===== src/rtl/draw_scheduler.sv =====
// ---------------------------------------------------------------------------------------------
// draw_scheduler
//
// Time-multiplexes one VGA pixel-write port between four drawing clients. Each frame_tick
// starts a pass that visits the enabled clients in fixed order 0,1,2,3. The current client is
// granted through cl_draw and its pixel fields are muxed onto vga_x/vga_y/vga_colour. A
// per-client watchdog forces release if the client never reports done.
//
// Ports
//   clk            system clock, all logic on the rising edge
//   reset          synchronous, active-low reset
//   space_pressed  synchronous abort back to idle (game restart)
//   frame_tick     one-cycle pulse that starts a pass when idle
//   enable_mask    per-client enable, captured when a tick is accepted
//   err_clr        clears the sticky error flags
//   cl_done        per-client done flags (bit i = client i)
//   cl_x/cl_y/cl_colour  packed client pixel buses (8/7/3 bits per client)
//   cl_draw        one-hot grant, high only while a client is active
//   vga_x/vga_y/vga_colour  muxed pixel, zero when no client is active
//   plot           VGA write enable
//   busy           pass in progress (includes the cycle a tick is accepted)
//   frame_done     one-cycle pulse at the end of a pass
//   timeout_err    sticky, a client was released by the watchdog
//   overrun_err    sticky, a tick arrived while a pass was running
//
// TIMEOUT must be representable in WD_W bits.
// ---------------------------------------------------------------------------------------------
module draw_scheduler #(
   parameter int unsigned TIMEOUT = 255,
   parameter int unsigned WD_W    = 8
) (
   input  logic        clk,
   input  logic        reset,
   input  logic        space_pressed,
   input  logic        frame_tick,
   input  logic [3:0]  enable_mask,
   input  logic        err_clr,
   input  logic [3:0]  cl_done,
   input  logic [31:0] cl_x,
   input  logic [27:0] cl_y,
   input  logic [11:0] cl_colour,
   output logic [3:0]  cl_draw,
   output logic [7:0]  vga_x,
   output logic [6:0]  vga_y,
   output logic [2:0]  vga_colour,
   output logic        plot,
   output logic        busy,
   output logic        frame_done,
   output logic        timeout_err,
   output logic        overrun_err
);

   localparam logic [WD_W-1:0] WdMax = WD_W'(TIMEOUT);

   typedef enum logic [2:0] {
      StIdle,
      StSelect,
      StActive,
      StRelease,
      StFinish
   } state_e;

   state_e            state_q, state_d;
   logic [1:0]        idx_q, idx_d;
   logic [WD_W-1:0]   wd_q, wd_d;
   logic [3:0]        mask_q, mask_d;
   logic              timeout_err_q, timeout_err_d;
   logic              overrun_err_q, overrun_err_d;

   logic              active;
   logic              wd_nz;
   logic              wd_expired;
   logic              done_valid;
   logic              timeout_hit;
   logic              overrun_hit;

   assign active     = (state_q == StActive);
   assign wd_nz      = (wd_q != '0);
   assign wd_expired = (wd_q == WdMax);
   // A done flag seen on the grant-entry cycle is left over from the previous pass.
   assign done_valid = cl_done[idx_q] && wd_nz;

   // ------------------------------------------------------------------------------------------
   // Next-state logic
   // ------------------------------------------------------------------------------------------
   always_comb begin
      state_d     = state_q;
      idx_d       = idx_q;
      wd_d        = wd_q;
      mask_d      = mask_q;
      timeout_hit = 1'b0;

      unique case (state_q)
         StIdle: begin
            if (frame_tick) begin
               mask_d  = enable_mask;
               idx_d   = 2'd0;
               wd_d    = '0;
               state_d = StSelect;
            end
         end

         StSelect: begin
            if (mask_q[idx_q]) begin
               wd_d    = '0;
               state_d = StActive;
            end else if (idx_q == 2'd3) begin
               state_d = StFinish;
            end else begin
               idx_d = idx_q + 2'd1;
            end
         end

         StActive: begin
            if (!wd_expired) begin
               wd_d = wd_q + 1'b1;
            end
            // Done beats the watchdog when both land on the same cycle.
            if (done_valid) begin
               state_d = StRelease;
            end else if (wd_expired) begin
               timeout_hit = 1'b1;
               state_d     = StRelease;
            end
         end

         StRelease: begin
            if (idx_q == 2'd3) begin
               state_d = StFinish;
            end else begin
               idx_d   = idx_q + 2'd1;
               state_d = StSelect;
            end
         end

         StFinish: begin
            idx_d   = 2'd0;
            state_d = StIdle;
         end

         default: begin
            state_d = StIdle;
         end
      endcase

      // Abort drops the pass silently; mask and sticky flags are left alone.
      if (space_pressed) begin
         state_d = StIdle;
         idx_d   = 2'd0;
         wd_d    = '0;
      end
   end

   // ------------------------------------------------------------------------------------------
   // Sticky error flags: a set event outranks a clear in the same cycle.
   // ------------------------------------------------------------------------------------------
   assign overrun_hit = frame_tick && (state_q != StIdle);

   always_comb begin
      timeout_err_d = timeout_err_q;
      overrun_err_d = overrun_err_q;
      if (err_clr) begin
         timeout_err_d = 1'b0;
         overrun_err_d = 1'b0;
      end
      if (timeout_hit) begin
         timeout_err_d = 1'b1;
      end
      if (overrun_hit) begin
         overrun_err_d = 1'b1;
      end
   end

   // ------------------------------------------------------------------------------------------
   // State registers
   // ------------------------------------------------------------------------------------------
   always_ff @(posedge clk) begin
      if (!reset) begin
         state_q       <= StIdle;
         idx_q         <= 2'd0;
         wd_q          <= '0;
         mask_q        <= 4'd0;
         timeout_err_q <= 1'b0;
         overrun_err_q <= 1'b0;
      end else begin
         state_q       <= state_d;
         idx_q         <= idx_d;
         wd_q          <= wd_d;
         mask_q        <= mask_d;
         timeout_err_q <= timeout_err_d;
         overrun_err_q <= overrun_err_d;
      end
   end

   // ------------------------------------------------------------------------------------------
   // Outputs
   // ------------------------------------------------------------------------------------------
   always_comb begin
      cl_draw    = 4'd0;
      vga_x      = 8'd0;
      vga_y      = 7'd0;
      vga_colour = 3'd0;
      if (active) begin
         cl_draw = 4'b0001 << idx_q;
         unique case (idx_q)
            2'd0: begin
               vga_x      = cl_x[7:0];
               vga_y      = cl_y[6:0];
               vga_colour = cl_colour[2:0];
            end
            2'd1: begin
               vga_x      = cl_x[15:8];
               vga_y      = cl_y[13:7];
               vga_colour = cl_colour[5:3];
            end
            2'd2: begin
               vga_x      = cl_x[23:16];
               vga_y      = cl_y[20:14];
               vga_colour = cl_colour[8:6];
            end
            default: begin
               vga_x      = cl_x[31:24];
               vga_y      = cl_y[27:21];
               vga_colour = cl_colour[11:9];
            end
         endcase
      end
   end

   // Plot stays high on the done cycle so the client's last pixel is written.
   assign plot        = active && wd_nz;
   // The tick-acceptance cycle counts as busy; gated so reset and abort win.
   assign busy        = (state_q != StIdle) || (frame_tick && reset && !space_pressed);
   assign frame_done  = (state_q == StFinish);
   assign timeout_err = timeout_err_q;
   assign overrun_err = overrun_err_q;

endmodule


===== config.mk =====
export PLATFORM = sky130hd
export DESIGN_NAME = draw_scheduler
export DESIGN_NICKNAME = d
export VERILOG_FILES = /design/src/rtl/draw_scheduler.sv
export SDC_FILE = /design/constraint.sdc
export NUM_CORES = 1
export LEC_CHECK = 0
export BUFFER_PORTS_ARGS = -buffer_cell sky130_fd_sc_hd__buf_4
export CELL_PAD_IN_SITES_DETAIL_PLACEMENT = 1
export CELL_PAD_IN_SITES_GLOBAL_PLACEMENT = 1
export CORE_MARGIN = 3
export CORE_UTILIZATION = 30
export CTS_CLUSTER_DIAMETER = 150
export DETAILED_ROUTE_END_ITERATION = 8
export MAX_ROUTING_LAYER = met4
export PLACE_DENSITY = 0.86
export SLEW_MARGIN = 20
export SYNTH_ARGS = -nofsm -noshare
export SYNTH_HDL_FRONTEND = slang
export SYNTH_SLANG_ARGS = --single-unit

===== constraint.sdc =====
create_clock -name clk -period 3.3 [get_ports clk]
set_input_delay 0 -clock clk [delete_from_list [all_inputs] [get_ports clk]]
set_output_delay 0 -clock clk [all_outputs]
set_load 0.01 [all_outputs]

# After elaboration in Yosys (flattened, before gate mapping)
# Index checks and enable logic that the tools add are counted.
# totals
n_memories	0
regBits	19
mem_bits_ro	0
output_inout_bits	27
latchBits	0
ram_bits	0
# classes
muxes	32
n_eq_ne	14
shift	1
div_mod_pow	0
reduce_logical	20
n_lt_le_gt_ge	1
n_addsub	2
bitwise	1
n_mul	0
# op_table
cell	count
$pmux 8 s3	2
$mux 8	4
$mux 3	7
$pmux 7 s3	1
$pmux 3 s4	1
$pmux 3 s3	1
$add 8x1->8 const B	1
$eq 8x8->1 const B	1
$mux 1	8
$ne 2x2->1 const B	4
$pmux 2 s4	1
$reduce_bool 8->1	1
$mux 7	1
$eq 3x2->1 const B	2
$mux 2	3
$reduce_and 3->1	2
$reduce_bool 3->1	2
$logic_and 1x1->1	5
$bmux 1 s2	2
$eq 2x2->1 const B	2
$mux 4	1
$reduce_and 4->1	1
$reduce_bool 2->1	2
$reduce_bool 4->1	1
15 further kinds	15

# Depth between registers and ports, before layout
# Gate-level depths: netlist of run 1.
# depth
ltp_word	6
ltp_mapped	8
mapped_depth_nobuf	6

# Least setup slack after synthesis of run 1
# Ideal clock, no wire load.
# synth_timing
kind	reg-to-reg
start	register idx_q[0]
end	register wd_q[7]
t_required_ns	3.212
slack_ns	1.410
t_arrival_ns	1.802
path_stages_with_launch	6
setup_ns	0.088
n_path_buf	1
cell_sequence	dfxtp_1 -> mux4_2 -> o311a_1 -> nor2b_4 -> buf_6 -> a311oi_2
# synth_via
elab_chain_cells	4
# synth_rtl
element	line	text
from (decl)	64	logic [1:0] idx_q, idx_d;
from (signal assigned)	187	idx_q <= idx_d;
$bmux 1 s2	104	if (mask_q[idx_q]) begin
$mux 1 (implied by the code)	104	
$ne 2x2->1 (no line)	--	
$reduce_and 4->1 (no line)	--	
to (signal assigned)	188	wd_q <= wd_d;
to (decl)	65	logic [WD_W-1:0] wd_q, wd_d;
# Every way passes these cells. The select of a mux whose other input is x is not followed.
# A chain may end at the register's enable or synchronous reset.

# Worst setup path after layout of run 1
# layout_timing
start	register state_q[1]
end	register wd_q[7]
# layout_via
elab_chain_cells	3
# layout_rtl
element	line	text
from (decl)	63	state_e state_q, state_d;
from (signal assigned)	179	state_q <= StIdle;
from (signal assigned)	186	state_q <= state_d;
$eq 3x1->1, or another cell as far along	93	unique case (state_q)
$ne 2x2->1 (no line) or $reduce_bool 3->1 (tied branches)	--	
$reduce_and 4->1 (no line)	--	
# Parallel ways exist; a longest one is shown, timed or not.

==> results.json, run 1 <==
{
  "r2r-end": "wd_q[7]",
  "start_util": 0.314,
  "htreeDepth": 1,
  "layout_commonest_cell": "buf_4",
  "rsz0062_at_grt": "false",
  "clock_path_buffers": 2,
  "min_path_type": "in2reg",
  "syn-cell-area_um2": 1620,
  "drc": 0,
  "final_max_slew_viol_count": 0,
  "whs_path_depth": 2,
  "holdCritStartpoint": "reset",
  "yosysWarnings": 0,
  "clkTransAtPathRegs_ns": 0.08,
  "min_period_ns": 2.25,
  "end_kind": "flip-flop",
  "grt_pass1_wl_um": 10200,
  "final_cells": 386,
  "most-common-layout-cells": "buf_4, nor2_1, a21oi_1",
  "syn_area_per_cell_um2": 7.35,
  "synth-edff-count": 0,
  "dieArea_um2": 6330,
  "fin_nets": 408,
  "synthCells": 221,
  "cts.sinks": 19,
  "async_reset_ff_frac": 0,
  "start_kind": "flip-flop",
  "cap_violations": 0,
  "dpl.cell_count": 382,
  "num_antenna_cells": 0,
  "finalClockSkew_ns": 0.0125,
  "cp.required_ns": 3.48,
  "ff2ff_setup_slack_ns": 1.05,
  "fillCellCount": 648,
  "numCtsBuffers": 3,
  "die_w_um": 79.6,
  "powerDensity_nw_per_um2": 226,
  "num_vias": 2081,
  "r2r_cells": 4,
  "drt_iter0_drc": 219,
  "cts-root-buf": "clkbuf_8",
  "grtUsageTotal": 0.203,
  "yosysUniqueCellTypes": 40,
  "worst_slew_pin_slew_ns": 0.822,
  "post_drt_wl_per_cell_um": 16.4,
  "slew_headroom": 0.452,
  "status": "complete, no violations",
  "cp_data_arrival_time_ns": 2.43,
  "die_h_um": 79.6,
  "hold-path-endpoint": "timeout_err",
  "gp_congestion": 0.888,
  "dp_hpwl_um": 4930,
  "worst-path-max-fanout": 24,
  "post-cts-setup-buffers": 0,
  "syn_nets": 312,
  "port_buffers": 111,
  "max_freq_ghz": 0.444,
  "leakage_nw": 1.19,
  "area_delta_synth_final_pct": 54.9,
  "cts_tree": "built",
  "antenna_found_initial": 0,
  "synth_ff_type": "dfxtp_1",
  "cts.repair.resized": 0,
  "io_pins": 112,
  "yosysSeqAreaShare": 0.234,
  "vias_per_cell": 5.39,
  "finalCritPeriodShare": 0.683,
  "coreArea_um2": 5170,
  "hold_violations": 0,
  "ir_worst_vdd_mv": 0.121,
  "drive_gt1_frac": 0.392,
  "overflow": 0,
  "setup-tns-final_ns": 0,
  "ys_ff_latch": 19,
  "finalWirelength_um": 6350,
  "firstDrtPassIters": 6,
  "r2r-start": "state_q[1]",
  "clock_latency_ns": 0.26,
  "finalSetupViolations": 0,
  "rows": 26,
  "grt_pass1_vias": 2092,
  "grt_max_degree": 41,
  "crit_type": "reg2reg",
  "hold_buffers": 0,
  "ant_nets": 0
}
==> routing by layer <==
metal / vias up / global-route usage / routed length [µm]
met5: - / - / 0
met4: 0 / 0.0447 / 101
met3: 8 / 0.0282 / 317
met2: 82 / 0.341 / 3340
met1: 980 / 0.259 / 2590
li1: 1011 / - / -
==> where the power goes <==
group	internal, mW	switching [mW]
Clock	0.0840	0.0817
Sequential	0.235	0.00544
Combinational	0.101	0.0619
==> logic make-up (layout without fill, tap and decap cells) <==
kind of cell	count (synthesis)	in the layout	share of synthesized area
DFF	19	19	0.234
and+or+nand+nor	96	96	0.290
muxes	9	9	0.0732
buffers and inverters	26	121	0.0655
AOI/OAI and AO/OA	65	65	0.290
adders and majority gates	6	6	0.0462
==> cell type report <==
type | instances | area, µm² | area share
multi-input combinational | 176 | 1140 | 0.452
clock buffer | 3 | 41.3 | 0.0164
clock inverter | 1 | 5.00 | 0.00199
tap | 70 | 87.6 | 0.0348
sequential | 19 | 380 | 0.151
timing repair buffer | 113 | 848 | 0.337
inverter | 4 | 15.0 | 0.00597
==> sequential cells by signal (all words and copies together) (netlist names) <==
name	count
wd_q	8
overrun_err	1
timeout_err	1
mask_q	4
state_q	3
idx_q	2
==> worst max-delay path by stage <==
| stage | from | end | slack [ns] | cells past startpoint |
|---|---|---|---|---|
| floorplan | idx_q[0] | wd_q[7] | 1.41 | 5 |
| global placement | state_q[1] | wd_q[7] | 1.12 | 4 |
| detailed placement | state_q[1] | wd_q[7] | 1.04 | 4 |
| CTS | idx_q[0] | vga_x[5] | 1.03 | 7 |
| global route | state_q[1] | wd_q[7] | 0.76 | 4 |
| finish | state_q[1] | wd_q[7] | 1.05 | 4 |
==> synth_stat cells (2+ instances only) <==
master	n	share of area
nor2_1	43	0.099
a21oi_1	27	0.083
clkbuf_1	19	0.044
dfxtp_1	19	0.23
a222oi_1	18	0.11
nand2_1	13	0.030
nor2b_1	10	0.039
mux2i_1	7	0.043
and2_1	6	0.023
ha_1	6	0.046
nand3_1	5	0.015
inv_1	4	0.0092
nor3_1	4	0.012
o21ai_0	4	0.012
a31oi_1	3	0.012
nand2b_1	3	0.012
a211oi_1	2	0.0092
a311oi_2	2	0.018
and3_1	2	0.0077
o31ai_1	2	0.0092
or3_1	2	0.0077
or4b_2	2	0.012
==> critical path: stages (launching register included) <==
cell	delay (ns)
dfxtp_1	0.52
or3b_1	0.74
a21oi_1	0.46
o21ai_0	0.19
a311oi_2	0.26
==> through the flow <==
stage / hold WS [ns] / util / setup slack [ns] / power, mW / cell area [µm²]
2_1_floorplan: 0.115 / - / 1.41 / 0.315 / 1620
3_3_place_gp: 0.266 / 0.477 / 1.12 / 0.404 / 2470
3_5_place_dp: 0.271 / 0.477 / 1.04 / 0.408 / 2470
4_1_cts: 0.00806 / 0.486 / 1.03 / 0.576 / 2510
5_1_grt: 0.0134 / 0.486 / 0.765 / 0.600 / 2510
6_report: 0.0100 / 0.486 / 1.05 / 0.569 / 2510
Power figures use the tool's default switching activity.
==> run 2, diff against run 1 <==
- CORE_UTILIZATION: 30 -> 27
- PLACE_DENSITY: 0.86 -> 0.78
- clock period: 3.3 -> 2.36 ns (I/O delays scaled with it)
==> results.json, run 2 (synthesis results as in run 1) <==
{
  "status": "complete, but fails checks",
  "violations": "hold timing",
  "hold_ws_ns": -0.00126,
  "vias_per_cell": 5.48,
  "drc": 0,
  "cts.sinks": 19,
  "crit_type": "reg2out",
  "ant_nets": 0,
  "finalCritPeriodShare": 0.914,
  "die_h_um": 83.6,
  "cpPeakStageDelay_ns": 0.48,
  "final_cells": 389,
  "largest_reg_flops": 8,
  "fin_area_um2": 2530,
  "rsz0062_at_grt": "false",
  "num_antenna_cells": 0,
  "fillCellCount": 721,
  "overflow": 0,
  "hold_violations": 2,
  "cap_violations": 0,
  "port_buffers": 111,
  "grt_pass1_vias": 2205,
  "rows": 27,
  "setup-tns-final_ns": 0,
  "die_w_um": 83.6,
  "crit_path_cell_trace": "inv_1, ha_1, a222oi_1, nor2_1, a21oi_1, nor2_1, buf_4",
  "worst_slew_pin_slew_ns": 0.802,
  "slew_headroom": 0.465,
  "cp.required_ns": 2.36,
  "fin_nets": 409,
  "drt_iter0_drc": 116,
  "start_kind": "flip-flop",
  "area_delta_synth_final_pct": 55.6,
  "critPathTopFamily": "compound AO/OA/AOI/OAI gates",
  "dpl.cell_count": 385,
  "cts.repair.resized": 0,
  "final_util": 0.445,
  "finalWirelength_um": 6590,
  "grt_max_degree": 40,
  "grtUsageTotal": 0.187,
  "min_path_type": "in2reg",
  "htreeDepth": 1,
  "regMostFlops": "wd_q",
  "cp_data_arrival_time_ns": 2.16,
  "post_drt_wl_per_cell_um": 16.9,
  "layout_commonest_cell": "buf_4",
  "drive_gt1_frac": 0.397,
  "final_max_slew_viol_count": 0,
  "placed_area_um2": 2480,
  "worst-path-max-fanout": 19,
  "dp_hpwl_um": 5100,
  "antenna_found_initial": 0,
  "leakage_nw": 1.19,
  "reg_top3": "wd_q (8), mask_q (4), state_q (3)",
  "firstDrtPassIters": 6,
  "cts_tree": "built",
  "path_buf_inv": 2,
  "fin_ws_ns": 0.204,
  "slowest_stage": "ha_1",
  "gp_congestion": 0.802,
  "cpMostUsedCell": "nor2_1",
  "numCtsBuffers": 3,
  "most-common-layout-cells": "buf_4, nor2_1, a21oi_1",
  "total_power_mw": 0.796,
  "start_util": 0.286,
  "dieArea_um2": 6980,
  "min_period_ns": 2.16,
  "finalSetupViolations": 0,
  "dp_slack_ns": 0.398,
  "ir_worst_vdd_mv": 0.182,
  "max_freq_ghz": 0.464,
  "io_pins": 112,
  "grt_pass1_wl_um": 10600,
  "finalClockSkew_ns": 0.00564,
  "coreArea_um2": 5680,
  "clock_path_buffers": 2,
  "hold_buffers": 0,
  "clock_latency_ns": 0.26,
  "powerDensity_nw_per_um2": 315,
  "end_kind": "output port",
  "num_vias": 2130,
  "clkTransAtPathRegs_ns": 0.07,
  "post-cts-setup-buffers": 0,
  "cts-root-buf": "clkbuf_8"
}
## run 2: cell count changes in the layout (fill, tap and decap cells not counted), sizes merged
cell,delta
buf,+1
## run 2: layout make-up
| class | count | area [µm²] | area share |
|---|---|---|---|
| Multi-Input combinational cell | 176 | 1140 | 0.451 |
| Clock inverter | 1 | 5.00 | 0.00198 |
| Inverter | 4 | 15.0 | 0.00594 |
| Timing Repair Buffer | 114 | 856 | 0.339 |
| Clock buffer | 3 | 41.3 | 0.0163 |
| Sequential cell | 19 | 380 | 0.150 |
| Tap cell | 72 | 90.1 | 0.0356 |
## run 2: routing by layer
metal / wire (µm) / GRT usage
met5: 0 / -
met4: 91 / 0.0453
met3: 235 / 0.0128
met2: 3460 / 0.340
met1: 2800 / 0.224
## run 2: worst register-to-register path, cell delays in order (launching register included)
cell	delay, ns
dfxtp_1	0.47
mux4_2	0.60
o311a_1	0.39
nor2b_4	0.17
a311oi_2	0.25
## run 2: final timing paths
kind,startpoint,to,slack (ns),cells after the start
worst max-delay path,idx_q[0],vga_y[4],0.20,7
worst min-delay path,enable_mask[2],mask_q[2],-0.001,3
worst max register to register,idx_q[0],wd_q[7],0.39,4
worst min register to register,mask_q[3],mask_q[3],0.53,2
## run 2: power breakdown
| group | total [mW] | internal [mW] | switching, mW | leakage, nW |
|---|---|---|---|---|
| sequential | 0.336 | 0.328 | 0.00813 | 0.154 |
| clock | 0.231 | 0.118 | 0.113 | 0.0255 |
| combinational | 0.229 | 0.141 | 0.0875 | 1.01 |
| total | 0.796 | 0.587 | 0.209 | 1.19 |
==> run 3, diff against run 2 <==
- clock period: 2.36 -> 2.3 ns (I/O delays scaled with it)
==> results.json, run 3 (synthesis results as in run 1) <==
{
  "status": "complete, no violations",
  "most-common-layout-cells": "buf_4, nor2_1, a21oi_1",
  "num_vias": 2132,
  "regMostFlops": "wd_q",
  "num_antenna_cells": 0,
  "gp_congestion": 0.788,
  "finalSetupViolations": 0,
  "final_cells": 389,
  "coreArea_um2": 5680,
  "endpoint": "vga_x[5]",
  "grt_pass1_wl_um": 10300,
  "rsz0062_at_grt": "false",
  "drc": 0,
  "clock_latency_ns": 0.25,
  "r2r-end": "state_q[0]",
  "finalClockSkew_ns": 0.00172,
  "numCtsBuffers": 3,
  "dpl.cell_count": 385,
  "fin_area_um2": 2530,
  "hold_buffers": 0,
  "fillCellCount": 710,
  "io_pins": 112,
  "reg_top3": "wd_q (8), mask_q (4), state_q (3)",
  "cts.sinks": 19,
  "crit_type": "reg2out",
  "cts-root-buf": "clkbuf_8",
  "end_kind": "output port",
  "cp_data_arrival_time_ns": 2.00,
  "antenna_found_initial": 0,
  "min_path_type": "in2reg",
  "grtUsageTotal": 0.182,
  "hold_violations": 0,
  "die_w_um": 83.6,
  "powerDensity_nw_per_um2": 323,
  "post_drt_wl_per_cell_um": 16.9,
  "slew_headroom": 0.565,
  "final_max_slew_viol_count": 0,
  "min_period_ns": 2.00,
  "drt_iter0_drc": 176,
  "dp_slack_ns": 0.356,
  "ant_nets": 0,
  "drive_gt1_frac": 0.401,
  "post-cts-setup-buffers": 0,
  "start_kind": "flip-flop",
  "overflow": 0,
  "grt_max_degree": 40,
  "area_delta_synth_final_pct": 55.9,
  "htreeDepth": 1,
  "port_buffers": 111,
  "worstSetupStartpoint": "idx_q[0]",
  "grt_pass1_vias": 2181,
  "placed_area_um2": 2480,
  "die_h_um": 83.6,
  "firstDrtPassIters": 8,
  "worst_slew_pin_slew_ns": 0.651,
  "rows": 27,
  "cap_violations": 0,
  "clock_path_buffers": 2,
  "cts_tree": "built",
  "vias_per_cell": 5.48,
  "fin_ws_ns": 0.302,
  "clkTransAtPathRegs_ns": 0.07,
  "final_util": 0.446,
  "r2r-start": "wd_q[0]",
  "ir_worst_vdd_mv": 0.191,
  "fin_nets": 409,
  "r2r_cells": 6,
  "start_util": 0.286,
  "layout_commonest_cell": "buf_4",
  "leakage_nw": 1.19,
  "worst-path-max-fanout": 19,
  "max_freq_ghz": 0.500,
  "finalWirelength_um": 6570,
  "finalCritPeriodShare": 0.869,
  "dp_hpwl_um": 5150,
  "dieArea_um2": 6980,
  "cp.required_ns": 2.30,
  "setup-tns-final_ns": 0,
  "largest_reg_flops": 8,
  "ff2ff_setup_slack_ns": 0.31
}
-- run 3: changes by cell type in the layout (fill, tap and decap cells not counted), sizes merged --
cell,previous run,this run
clkbuf,3,4
clkinv,1,0
-- run 3: worst max-delay path, cell delays in order, from the launching register on --
cell and delay [ns]:
dfxtp_1 0.46, inv_1 0.12, ha_2 0.34, a222oi_1 0.37
nor2_1 0.08, a21oi_1 0.14, nor2_1 0.07, buf_4 0.16
-- run 3: metal layers --
metal / vias up / share of wire / routed length (µm) / GRT usage
li1: 1014 / - / - / -
met3: 6 / 0.050 / 326 / 0.0207
met4: 0 / 0.012 / 80 / 0.0365
met5: - / 0 / 0 / -
met1: 1036 / 0.42 / 2740 / 0.214
met2: 76 / 0.52 / 3430 / 0.333
-- run 3: worst min path at each step --
stage / cells after the start / from / end / slack, ns
floorplan: 2 / frame_tick / busy / 0.12
global placement: 3 / enable_mask[2] / mask_q[2] / 0.27
detailed placement: 3 / enable_mask[0] / mask_q[0] / 0.27
CTS: 3 / enable_mask[0] / mask_q[0] / 0.003
global route: 3 / enable_mask[0] / mask_q[0] / 0.01
finish: 3 / enable_mask[0] / mask_q[0] / 0.007
-- run 3: area by class of cell --
class / instances / area, µm² / area share
Multi-Input combinational cell: 176 / 1140 / 0.452
Timing Repair Buffer: 114 / 856 / 0.338
Sequential cell: 19 / 380 / 0.150
Tap cell: 72 / 90.1 / 0.0356
Clock buffer: 4 / 45.0 / 0.0178
Inverter: 4 / 15.0 / 0.00593
-- run 3: what timing repair did --
action	CTS	global route
hold endpoints to repair	0	0
endpoints found under the setup margin	0	10
resized for setup	0	3
-- run 3: through the flow --
stage,total power [mW],hold slack (ns)
finish,0.817,0.00702
global route,0.865,0.0101
CTS,0.822,0.00291
detailed placement,0.586,0.266
global placement,0.579,0.266
floorplan,0.452,0.115
-- run 3: power breakdown --
| group | switching, mW | internal, mW |
|---|---|---|
| Sequential | 0.00799 | 0.337 |
| Clock | 0.115 | 0.123 |
| Combinational | 0.0889 | 0.145 |
